$ cat src/rtl/fetch_controller.sv
// Fetch controller with 2-entry prefetch buffer; optional misaligned-redirect fault via FETCH_ALIGN_CHECK_EN.
// Redirect -> first instruction in 2 cycles; fetch stalls when full with no pop.
module fetch_controller #(
   parameter logic [31:0] RESET_PC  = 32'h0000_0000,
   parameter int          BUF_DEPTH = 2
) (
   input  logic        clk,
   input  logic        rst,
   output logic [31:0] imem_addr,
   input  logic [31:0] imem_rdata,
   input  logic        redirect_valid,
   input  logic [31:0] redirect_pc,
   output logic        inst_valid,
   output logic [31:0] inst_data,
   output logic [31:0] inst_pc,
   input  logic        inst_ready,
   output logic        fault,
   output logic [31:0] fault_pc
);

   localparam logic [1:0] FULL = 2'(BUF_DEPTH);

   typedef enum logic {RUN, FAULT} state_t;

   state_t      state_q, state_d;
   logic [31:0] fetch_pc_q, fetch_pc_d;
   logic [1:0]  count_q, count_d;
   logic        rd_ptr_q, rd_ptr_d;
   logic        wr_ptr_q, wr_ptr_d;
   logic [31:0] pc_q  [2];
   logic [31:0] dat_q [2];
   logic        enq;
   logic        pop;
   logic        misaligned;
   logic [31:0] target;

`ifdef FETCH_ALIGN_CHECK_EN
   logic [31:0] fault_pc_q, fault_pc_d;

   assign misaligned = |redirect_pc[1:0];
   assign target     = redirect_pc;
   assign fault      = (state_q == FAULT);
   assign fault_pc   = fault_pc_q;
`else
   // Low bits are dropped so a misaligned target fetches its containing word.
   assign misaligned = 1'b0;
   assign target     = {redirect_pc[31:2], 2'b00};
   assign fault      = 1'b0;
   assign fault_pc   = 32'h0000_0000;
`endif

   assign pop        = (count_q != 2'd0) && inst_ready;
   assign imem_addr  = fetch_pc_q;
   assign inst_valid = (count_q != 2'd0);
   assign inst_data  = dat_q[rd_ptr_q];
   assign inst_pc    = pc_q[rd_ptr_q];

   always_comb begin
      state_d    = state_q;
      fetch_pc_d = fetch_pc_q;
      count_d    = count_q;
      rd_ptr_d   = rd_ptr_q;
      wr_ptr_d   = wr_ptr_q;
      enq        = 1'b0;
`ifdef FETCH_ALIGN_CHECK_EN
      fault_pc_d = fault_pc_q;
`endif
      if (redirect_valid) begin
         // Redirect wins over a same-cycle pop: the whole buffer is dropped.
         count_d  = 2'd0;
         rd_ptr_d = 1'b0;
         wr_ptr_d = 1'b0;
         if (misaligned) begin
            state_d = FAULT;
`ifdef FETCH_ALIGN_CHECK_EN
            fault_pc_d = redirect_pc;
`endif
         end else begin
            state_d    = RUN;
            fetch_pc_d = target;
         end
      end else if (state_q == RUN) begin
         enq = (count_q != FULL) || pop;
         if (pop) rd_ptr_d = ~rd_ptr_q;
         if (enq) begin
            wr_ptr_d   = ~wr_ptr_q;
            fetch_pc_d = fetch_pc_q + 32'd4;
         end
         if (enq && !pop)      count_d = count_q + 2'd1;
         else if (pop && !enq) count_d = count_q - 2'd1;
      end
   end

   always_ff @(posedge clk or posedge rst) begin
      if (rst) begin
         state_q    <= RUN;
         fetch_pc_q <= RESET_PC;
         count_q    <= 2'd0;
         rd_ptr_q   <= 1'b0;
         wr_ptr_q   <= 1'b0;
         pc_q[0]    <= 32'h0;
         pc_q[1]    <= 32'h0;
         dat_q[0]   <= 32'h0;
         dat_q[1]   <= 32'h0;
`ifdef FETCH_ALIGN_CHECK_EN
         fault_pc_q <= 32'h0;
`endif
      end else begin
         state_q    <= state_d;
         fetch_pc_q <= fetch_pc_d;
         count_q    <= count_d;
         rd_ptr_q   <= rd_ptr_d;
         wr_ptr_q   <= wr_ptr_d;
         if (enq) begin
            pc_q[wr_ptr_q]  <= fetch_pc_q;
            dat_q[wr_ptr_q] <= imem_rdata;
         end
`ifdef FETCH_ALIGN_CHECK_EN
         fault_pc_q <= fault_pc_d;
`endif
      end
   end

endmodule
$ cat config.mk
export PLATFORM = sky130hd
export DESIGN_NAME = fetch_controller
export DESIGN_NICKNAME = d
export VERILOG_FILES = /design/src/rtl/fetch_controller.sv
export SDC_FILE = /design/constraint.sdc
export NUM_CORES = 1
export LEC_CHECK = 0
export CAP_MARGIN = 15
export CORE_ASPECT_RATIO = 0.75
export CORE_UTILIZATION = 49
export DETAILED_ROUTE_END_ITERATION = 8
export PLACE_DENSITY = 0.86
export SLEW_MARGIN = 20
export SYNTH_ARGS = -nofsm -noshare
export SYNTH_HDL_FRONTEND = slang
export SYNTH_SLANG_ARGS = --single-unit
$ cat constraint.sdc
create_clock -name clk -period 8.4 [get_ports clk]
set_clock_uncertainty 0.1 [all_clocks]
set_input_delay 2.52 -clock clk [delete_from_list [all_inputs] [get_ports clk]]
set_output_delay 2.52 -clock clk [all_outputs]
set_load 0.01 [all_outputs]
# Word level (Yosys, flattened, before mapping)
# Index checks and enable logic that the tools add are counted.
# word_totals
ff_bits	164
latchBits	0
ramBits	0
rom_bits	0
input_bits	68
output_inout_bits	130
word_cells	50
memories	0
# op_classes
add_sub_neg	3
n_mul	0
n_div	0
order_cmp	3
n_eq_ne	1
n_shift	0
mux	20
bitwise_logic	4
n_reduce_logical	11
# op_table
op	n
32-bit 2-to-1 mux	9
64-bit bitwise mux	2
32-bit by 3-bit adder with 32-bit output (second input constant)	1
32-bit demux with 1-bit select	1
2-bit 2-to-1 mux	3
2-bit nonzero test	3
1-bit 2-to-1 mux	5
2-bit >= comparator (second input constant)	2
1-bit logical AND	4
1-bit NOT with 2-bit output	2
3-bit nonzero test	1
2-bit by 1-bit adder with 2-bit output (second input constant)	1
1-bit zero test	2
2-bit by 1-bit less-than comparator with 1-bit output (second input constant)	1
2-bit inequality test (second input constant)	1
1-bit NOT	2
2-bit by 1-bit subtractor with 2-bit output (second input constant)	1
1-bit logical OR	1

# Logic depth before layout (Yosys ltp)
# depth
depth_word	8
mapped_depth	6
ltp_nobuf	5

# Worst setup path after synthesis
# OpenSTA, ideal clock, no wires.
# synth_path
kind	input port to flip-flop
start	input port redirect_valid
end	register dat_q[32] in the netlist's numbering
arrival_time_ns	3.800
slack_ns	4.375
path_stages	4
n_path_buf	2
cell_sequence	clkbuf_1 nor3_1 buf_2 mux2_2
# synth_via
elab_chain_cells	1
# synth_rtl
item	line	text
from (decl)	11	input logic redirect_valid,
1-bit 2-to-1 mux	68	if (redirect_valid) begin
to (signal, indexed assignment)	116	dat_q[wr_ptr_q] <= imem_rdata;
to (decl)	31	logic [31:0] dat_q [2];
# No other way between the ends.
# A chain may end at the register's enable or synchronous reset.

# Final worst setup path
# layout_path
start	input port redirect_valid
end	register dat_q[17] in the netlist's numbering
# Same word-level chain as after synthesis.

==> impl_results.md <==
* Die width at approximately 150 microns
* H-tree depth at 4
* Slew Viols, Final at 0
* Initial Utilization at 0.5018
* # resized after CTS at 0
* Sequential-to-total area share from yosys stat at 0.5175
* Commonest non-fill, non-tap cell in the layout: mux2_2
* Num CTS Buffers at 17
* Post-CTS setup buffer count at 0
* Min Clock Period, post-route at 5.579 ns
* Hold path start: pc_q[20]
* Final net count at 817
* Maximum clock path buffer count at 2
* Die Area at 0.01610 sq mm
* Share of cells above drive strength 1 at 0.3057
* Leakage Power at 3.969 nW
* Total power at roughly 2.5 mW
* Area fraction of the dominant cell type after synthesis at 0.5175
* Worst reg2reg endpoint: dat_q[53]
* Critical path required time at 8.59 ns
* Hold slack at 0.4013 ns
* VDD IR max at 0.0001654 V
* Worst skew pair latency at 0.41 ns
* Cells after DPL at 934
* Worst-path clk slew at 0.06 ns
* Crit-path max FO at 47
* Setup TNS at 0 ns
* TritonRoute pass-1 iters at 5
* Power per cell area at about 260 mW/mm^2
* IO Pins at 198
* Worst slew pin tran at 0.9109 ns
* Overall routing resource usage at 0.2254
* Initial antenna violation count at 0
* Met1 Usage GRT at 0.2866
* Synth area leader: dfrtp_1
* Hold WC Path Type: reg2reg
* First-pass GRT wire length at roughly 28 mm
* Yosys warning total at 0
* Chip Height at 110.1 microns
* Final ANT Viol Nets at 0
* Initial drt markers at 314
* Area Overhead vs Synth at 28.53%
* Period utilisation layout at 0.6642
* Multi-input gate area at 0.003356 sq mm
* Critical path type: in2reg
* Post-DP HPWL at 11.82 mm
* Cell count of the worst reg-to-reg path at 4
* Startpoint Class: primary input
* Commonest cells after routing, fill and taps aside: 186 x mux2_2, 158 x clkdlybuf4s50_1, 157 x dfrtp_1
* Fmax at 179.2 MHz
* Hold_buf cts at 0
* Synth area leaders: dfrtp_1 52%, mux2_2 27%, buf_4 3.8%
* CTS root buffer: clkbuf_16
* Largest net degree at the start of global routing at 92
* Met3 Use GR at 0.06708
* Antenna cells at 0
* Fillers at 1142
* Fin util at 0.6450
* Cell Area, Synth at between 0.007 and 0.008 sq mm
* Worst Path Arrival at ~5.8 ns
* Reg-to-reg slack, setup at 5.57 ns
* Synth cell types at 47
* Unrepaired setup endpoints after global routing: false
* IO buf count at 158
* R2R Path Start: count_q[1]
* Design area at 0.009819 sq mm
* Worst slack, placed at 2.395 ns
* Busiest grt layer: met2
* CTS sink cnt at 158
* Predominant post-synthesis flop cell: dfrtp_1
* Hold depth at 1
* Core region area at 0.01522 sq mm
* Area post-placement at just over 0.009 sq mm
* Post-synth EDFFs at 0
* Post-route insts no fill at 964
* Total gr overflow at 0
* Via Count at 5341
* Global routing usage on met2 at 0.3782
* Register Area at 0.003955 sq mm
* DRC at 0
* Max-Cap Viols at 0
* #FFs+latches synth at 158
* Status: finished, final reports clean
* Final WL at 17.58 mm
* Finish-stage setup viols at 0
* CTS tree: yes
* Vias in the first global route at 5486
* Final WS setup at 2.821 ns
* Routed wire per std cell at 18.24 microns
* Vias per inst at 5.540
* Syn Inst Count at around 600
* Row count at 39
* Critical Path End Type: flop
* Hold Path Sink: pc_q[20]
* Synth async-reset ratio at 1.000
* Slew Limit Headroom at 0.3894
* Mean post-synth cell area at 12.67 sq um
* Routability cong. at 0.8161
* Final Hold Vio Count at 0
## cells in the mapped netlist (all sizes together), types with 2 or more instances
| cell type | n |
|---|---|
| or2 | 2 |
| o21ai | 10 |
| a21oi | 3 |
| buf | 58 |
| nor3 | 2 |
| a31oi | 10 |
| o31ai | 10 |
| xor2 | 6 |
| nor2 | 15 |
| clkbuf | 13 |
| nand2 | 31 |
| a211o | 2 |
| nor4 | 4 |
| dfrtp | 158 |
| nor2b | 2 |
| and4 | 6 |
| and3 | 6 |
| o211ai | 6 |
| nand4 | 12 |
| and2 | 3 |
| xnor2 | 6 |
| o31a | 2 |
| mux2 | 186 |
| nand3 | 16 |
| or3 | 2 |
| inv | 4 |
| dlygate4sd1 | 2 |
| or4 | 15 |
## final cells by class
class	instances	share of cell area
clock buffers	23	0.04867
clock inverters	7	0.01376
inverters	4	0.002039
multi-input cells	404	0.3417
flip-flops and latches	158	0.4028
well taps	205	0.02612
repair buffers	163	0.1649
## critical path, stage by stage
cell	delay, ns
clkdlybuf4s50_1	0.40
buf_4	0.27
inv_1	0.70
and3_2	0.94
buf_4	0.52
mux2_2	0.40
## worst max path at each step
stage	to	startpoint	slack, ns	cells after the start
after floorplan	count_q[0]	rst	1.52	1
after global placement	dat_q[17]	redirect_valid	2.46	6
after detailed placement	dat_q[4]	redirect_valid	2.40	6
after CTS	dat_q[4]	redirect_valid	2.81	6
after global routing	dat_q[17]	redirect_valid	2.66	6
final	dat_q[17]	redirect_valid	2.82	6
## power breakdown
part	internal [mW]	switching, mW	total (mW)
Sequential	0.932	0.118	1.05
Combinational	0.423	0.255	0.678
Clock	0.517	0.291	0.808
Total	1.87	0.664	2.54
## metal layers
| layer | part of all wire | routed length (microns) |
|---|---|---|
| met5 | 0 | 0 |
| met4 | 0.011 | 201 |
| met3 | 0.070 | 1238 |
| met2 | 0.49 | 8565 |
| met1 | 0.43 | 7576 |
## flip-flops by register name, summed over array words and instances (netlist names)
register	cells
dat_q	64
pc_q	60
imem_addr	30
count_q	2
rd_ptr_q	1
wr_ptr_q	1
## cells by family (layout without fill, tap and decap cells)
family	Yosys count	in the layout	synth area share
AOI/OAI and AO/OA	47	47	0.04176
xor gates and xnor gates	12	12	0.01376
adders and majority gates	1	1	0.001637
buffers and inverters	77	197	0.06174
DFF	158	158	0.5175
muxes	187	187	0.2755
other	1	37	0.0004908
and+or+nand+nor	120	120	0.08762
No activity file was read; power rests on OpenSTA's default activity.
==> patch 1: new RTL, config.mk and constraints unchanged <==
The option `FETCH_ALIGN_CHECK_EN` is turned on by a define.
--- a/src/rtl/fetch_controller.sv
+++ b/src/rtl/fetch_controller.sv
@@ -1,5 +1,7 @@
 // Fetch controller with 2-entry prefetch buffer; optional misaligned-redirect fault via FETCH_ALIGN_CHECK_EN.
 // Redirect -> first instruction in 2 cycles; fetch stalls when full with no pop.
+`define FETCH_ALIGN_CHECK_EN
+
 module fetch_controller #(
    parameter logic [31:0] RESET_PC  = 32'h0000_0000,
    parameter int          BUF_DEPTH = 2
Formal check against the unedited RTL: not equivalent (a bounded check fails within 4 cycles, from zero or initial values and one cycle with rst high).
==> patch 1 against the unedited design <==
Wire length rose by 22%. Non-clock buffer count rose by 39. Sequential cell count rose by 39. Synthesized cell count rose by 22%. Via count rose by 20%. Core utilization rose by 1.2 points. Total power rose by 26%. Fmax rose by 3.3%. Critical endpoint is now imem_addr[9]. Critical path type unchanged. Design area rose by 19%. Register-to-register slack got worse by 80 ps. Largest cell class unchanged. Cell count rose by 21%. Highest routed layer unchanged. Worst setup slack improved by 180 ps. Worst hold slack got worse by 26 ps. Synthesized area rose by 17%.
==> patch 1: results (changes against the unedited design) <==
[metrics] maximum fanout count along the critical path: 58 (+23%)
[metrics] sum of net half-perimeters after detailed placement: 14100 µm (+19%)
[metrics] top cells by instance count after synthesis: sky130_fd_sc_hd__dfrtp_1 (197), sky130_fd_sc_hd__mux2_2 (184), sky130_fd_sc_hd__nand2_1 (110)
[metrics] source-to-sink clock delay at the later pin of the worst-skew pair: 430 ps (+20 ps)
[metrics] detailed-route wire length per cell: 18.4 µm (+0.77%)
[metrics] Nets: 981 (+20%)
[metrics] Inserted Clock Buffers: 17 (unchanged)
[metrics] Longest Clk Path Bufs: 2 (unchanged)
[metrics] kind of path behind the tightest hold check: reg2reg
[metrics] area growth from synthesis to final layout: 30.0%
[metrics] part of the Yosys area used for sequential elements: 55.0% (+3.2 points)
[metrics] fraction of synthesis flops using an asynchronous set or reset pin: 100% (unchanged)
[metrics] post-CTS sizing: 0 (unchanged)
[metrics] Slew headroom: 27.4% (-12 points)
[metrics] number of nets produced by synthesis: 805
[metrics] largest cells by area after synthesis: sky130_fd_sc_hd__dfrtp_1 (55%), sky130_fd_sc_hd__mux2_2 (23%), sky130_fd_sc_hd__nand2_1 (4.6%)
[metrics] root cell of the clock tree: sky130_fd_sc_hd__clkbuf_16
[metrics] via-per-instance ratio: 5.47 (-1.2%)
[metrics] number of antenna violations at the first check in global routing: 0 (unchanged)
[metrics] First-pass DRT Iterations: 4 (-1)
[metrics] arrival time of the worst setup path: 5580 ps (-190 ps)
[metrics] total negative setup slack: 0 ps (unchanged)
[metrics] largest registers: dat_q (64), pc_q (64)
[metrics] result of the run: complete, no violations
[metrics] number of antenna cells inserted: 0 (unchanged)
[metrics] level count of the clock H-tree: 4 (unchanged)
[metrics] clk slew on worst S/H paths: 70 ps
[metrics] GP Congestion: 0.768 (-5.9%)
[metrics] count of buffers inserted at the top-level ports: 197 (+25%)
[metrics] first-pass GRT wire length: 34200 µm (+22%)
[metrics] count of filler cells inserted in the layout: 1342 (+18%)
[metrics] Starting DRT DRC Count: 422 (+34%)
[metrics] Static Leakage: 4.92 nW (+24%)
[metrics] unique cell type count in the Yosys netlist: 52 (+11%)
[metrics] Worst VDD drop: 0.148 mV (-10%)
[metrics] sw power: 0.953 mW (+44%)
[metrics] maximum number of pins on one net before global-route repair: 155 (+68%)
[metrics] global-route usage over all layers: 23.7% (+1.1 points)
[metrics] layout cells sized above 1: 26.2% (-4.4 points)
[metrics] Post-CTS Setup Repair Bufs: 0 (unchanged)
[metrics] Synth warnings: 0 (unchanged)
[metrics] via count of the first global-routing pass: 6409 (+17%)
-- patch 1: final cells by class --
class                      count  share of cell area [%]
clock inverter                15                    1.20
tap                          242                    2.60
multi-input combinational    488                    32.8
sequential                   197                    42.3
inverter                       6                   0.300
clock buffer                  17                    3.65
timing repair buffer         202                    17.2
-- patch 1: worst max-delay path: stages --
cell	delay, ps
sky130_fd_sc_hd__buf_2	80
sky130_fd_sc_hd__buf_4	490
sky130_fd_sc_hd__inv_1	520
sky130_fd_sc_hd__nor2_1	780
sky130_fd_sc_hd__or2_1	780
sky130_fd_sc_hd__o21ai_0	210
sky130_fd_sc_hd__o2bb2ai_1	170
-- patch 1: kinds of logic (layout without fill, tap and decap cells) --
logic type | count (synthesis) | after routing | synth area share [%]
compound gates | 94 | 94 | 6.35
buf+inv | 51 | 240 | 2.57
xor+xnor | 7 | 7 | 0.683
simple gates | 190 | 190 | 10.8
mux | 196 | 196 | 24.5
flops | 197 | 197 | 55.0
fa+ha+maj | 1 | 1 | 0.139
-- patch 1: final timing paths --
check / from / endpoint / slack [ps] / cells after the start
setup / recovery: redirect_valid / imem_addr[9] / 3000 / 7
min in group asynchronous: rst / dat_q[17] / 2530 / 2
setup reg to reg: fault / pc_q[56] / 5490 / 3
hold reg to reg: fault_pc[19] / fault_pc[19] / 380 / 2
max in group asynchronous: rst / pc_q[14] / 4510 / 3
hold / removal: fault_pc[19] / fault_pc[19] / 380 / 2
-- patch 1: routing by layer --
metal,track usage (%),vias up,routed length (µm)
met5,0,-,0
li1,-,2975,-
met1,32.7,3212,9840
met2,36.8,193,9950
met4,4.57,0,90
met3,7.31,8,1570
-- patch 1: stage by stage --
stage	instances	hold WS [ps]	area, µm²	worst slack [ps]
after floorplan	736	344	8970	411
after global placement	1135	356	11100	2760
after detailed placement	1135	362	11100	2650
after CTS	1167	380	11700	3090
after global routing	1167	402	11700	2760
final	1167	375	11700	3000
-- patch 1: power groups by stage --
stage	logic [mW]	clock network (mW)	registers (mW)
3_3_place_gp	0.951	0	1.43
5_1_grt	1.05	0.844	1.47
2_1_floorplan	0.536	0	1.40
4_1_cts	0.978	0.803	1.43
3_5_place_dp	0.972	0	1.45
6_report	0.968	0.784	1.43
==> patch 2: new RTL, config.mk and constraints unchanged <==
Made on the original files. Make the reset (`rst`) synchronous in one clocked block.
--- a/src/rtl/fetch_controller.sv
+++ b/src/rtl/fetch_controller.sv
@@ -91,7 +91,7 @@
       end
    end
 
-   always_ff @(posedge clk or posedge rst) begin
+   always_ff @(posedge clk) begin
       if (rst) begin
          state_q    <= RUN;
          fetch_pc_q <= RESET_PC;
Check against the original RTL: differs if rst is asserted again (counterexample within 4 cycles, from zero or initial values and one cycle with rst high); with rst held inactive, the same outputs for 4 cycles.
==> patch 2 against the unedited design <==
Global-route usage is 0.33 points higher. Count of clock-buffer cells in the layout is 6 lower. Wire length is 2.8% higher. Synthesized area hardly changed. Sequential cell count is 1 higher. Register-to-register slack better by 120 ps. Worst setup slack better by 230 ps. Design area is 0.55% lower. Via count is 1.9% higher. Non-clock buffer count is 4 higher. Highest routed layer unchanged.
Power is not compared: it rests on default switching activity, and its combinational part moved more than twofold at a synthesized area within 25%.
==> patch 2: results (changes against the unedited design) <==
[metrics] sum of net half-perimeters after detailed placement: 11200 µm (-5.5%)
[metrics] count of flip-flops with a built-in enable after synthesis: 124 (+124)
[metrics] First-pass DRT Iterations: 6 (+1)
[metrics] Setup crit start kind: flop
[metrics] Post-CTS Setup Repair Bufs: 0 (unchanged)
[metrics] maximum number of pins on one net before global-route repair: 70 (-24%)
[metrics] largest cells by area after synthesis: sky130_fd_sc_hd__edfxtp_1 (49%), sky130_fd_sc_hd__dfxtp_1 (9.2%), sky130_fd_sc_hd__mux2_2 (9.1%)
[metrics] global-route usage over all layers: 22.9% (+0.33 points)
[metrics] Nets: 836 (+2.3%)
[metrics] top cells by instance count after synthesis: sky130_fd_sc_hd__edfxtp_1 (124), sky130_fd_sc_hd__and3_1 (64), sky130_fd_sc_hd__mux2_2 (62)
[metrics] end of the worst register-to-register path: dat_q[0][4]
[metrics] number of cell instances on the worst register-to-register path: 5 (+1)
[metrics] arrival time of the worst setup path: 2730 ps (-3040 ps)
[metrics] via count of the first global-routing pass: 4955 (-9.7%)
[metrics] Worst R2R Start: count_q[1]
[metrics] layout cells sized above 1: 15.1% (-15 points)
[metrics] commonest register cell after synthesis: sky130_fd_sc_hd__edfxtp_1
[metrics] global routing usage on met2: 35.8% (-2.0 points)
[metrics] GP Congestion: 0.791 (-3.1%)
[metrics] met1 global-route usage: 30.6% (+1.9 points)
[metrics] count of filler cells inserted in the layout: 1202 (+5.3%)
[metrics] met2 routed wirelength: 8430 µm (-1.6%)
[metrics] Starting DRT DRC Count: 375 (+19%)
[metrics] source-to-sink clock delay at the later pin of the worst-skew pair: 430 ps (+20 ps)
[metrics] worst-margin pin slew: 950 ps (+38.7 ps)
[metrics] first-pass GRT wire length: 27200 µm (-3.2%)
[metrics] detailed-route wire length per cell: 18.4 µm (+0.69%)
[metrics] part of the Yosys area used for sequential elements: 57.9% (+6.1 points)
[metrics] GR Layer Usage met3: 5.88% (-0.82 points)
[metrics] Worst R2R Setup Slack: 5690 ps (+120 ps)
[metrics] length of routed wiring on met1: 7890 µm (+4.1%)
[metrics] via-per-instance ratio: 5.53 (-0.18%)
[metrics] post-CTS sizing: 0 (unchanged)
[metrics] maximum fanout count along the critical path: 32 (-32%)
[metrics] end point of the critical path: inst_data[3]
[metrics] met3 routed wirelength: 1460 µm (+18%)
[metrics] fraction of synthesis flops using an asynchronous set or reset pin: 0% (-100 points)
[metrics] result of the run: complete, no violations
-- patch 2: kinds of logic (layout without fill, tap and decap cells) --
logic type / Yosys count / count (layout) / share of synthesized area [%]
AND/OR/NAND/NOR: 247 / 247 / 18.9
flip-flops: 159 / 159 / 57.9
buffers and inverters: 95 / 208 / 7.20
multiplexers: 62 / 62 / 9.14
AO/OA/AOI/OAI: 55 / 55 / 5.47
XOR/XNOR: 10 / 10 / 1.15
adder cells (fa/ha/maj): 1 / 1 / 0.164
other: 1 / 37 / 0.0491
-- patch 2: worst min path at each step --
stage / start / end / slack [ps] / cells past startpoint
detailed placement: rd_ptr_q / flop / 400 / 2
global placement: rd_ptr_q / flop / 380 / 2
CTS: rd_ptr_q / rd_ptr_q / 420 / 2
global route: rd_ptr_q / rd_ptr_q / 470 / 2
finish: count_q[0] / count_q[0] / 420 / 2
floorplan: count_q[0] / count_q[0] / 360 / 2
-- patch 2: worst max-delay path, stage by stage (launching register included) --
cell and delay [ps]:
sky130_fd_sc_hd__dfxtp_2 860, sky130_fd_sc_hd__buf_4 520, sky130_fd_sc_hd__mux2_2 410, sky130_fd_sc_hd__clkdlybuf4s50_1 480
-- patch 2: per-stage QoR --
stage          area [µm²]  worst slack (ps)  power [mW]  cells  utilization (%)
5_1_grt              9770              2900        1.97    984             64.1
2_1_floorplan        7780              3220        1.06    666                -
4_1_cts              9760              2990        1.92    984             64.1
3_5_place_dp         9190              2720        1.17    953             60.4
6_report             9770              3050        1.90    984             64.1
3_3_place_gp         9190              2730        1.17    953             60.4
-- patch 2: final cells by class --
type	count	area share, %
repair buffers	167	16.9
flip-flops and latches	159	45.4
clock buffers	17	4.36
multi-input cells	412	28.9
clock inverters	14	1.47
well taps	205	2.63
inverters	10	0.384
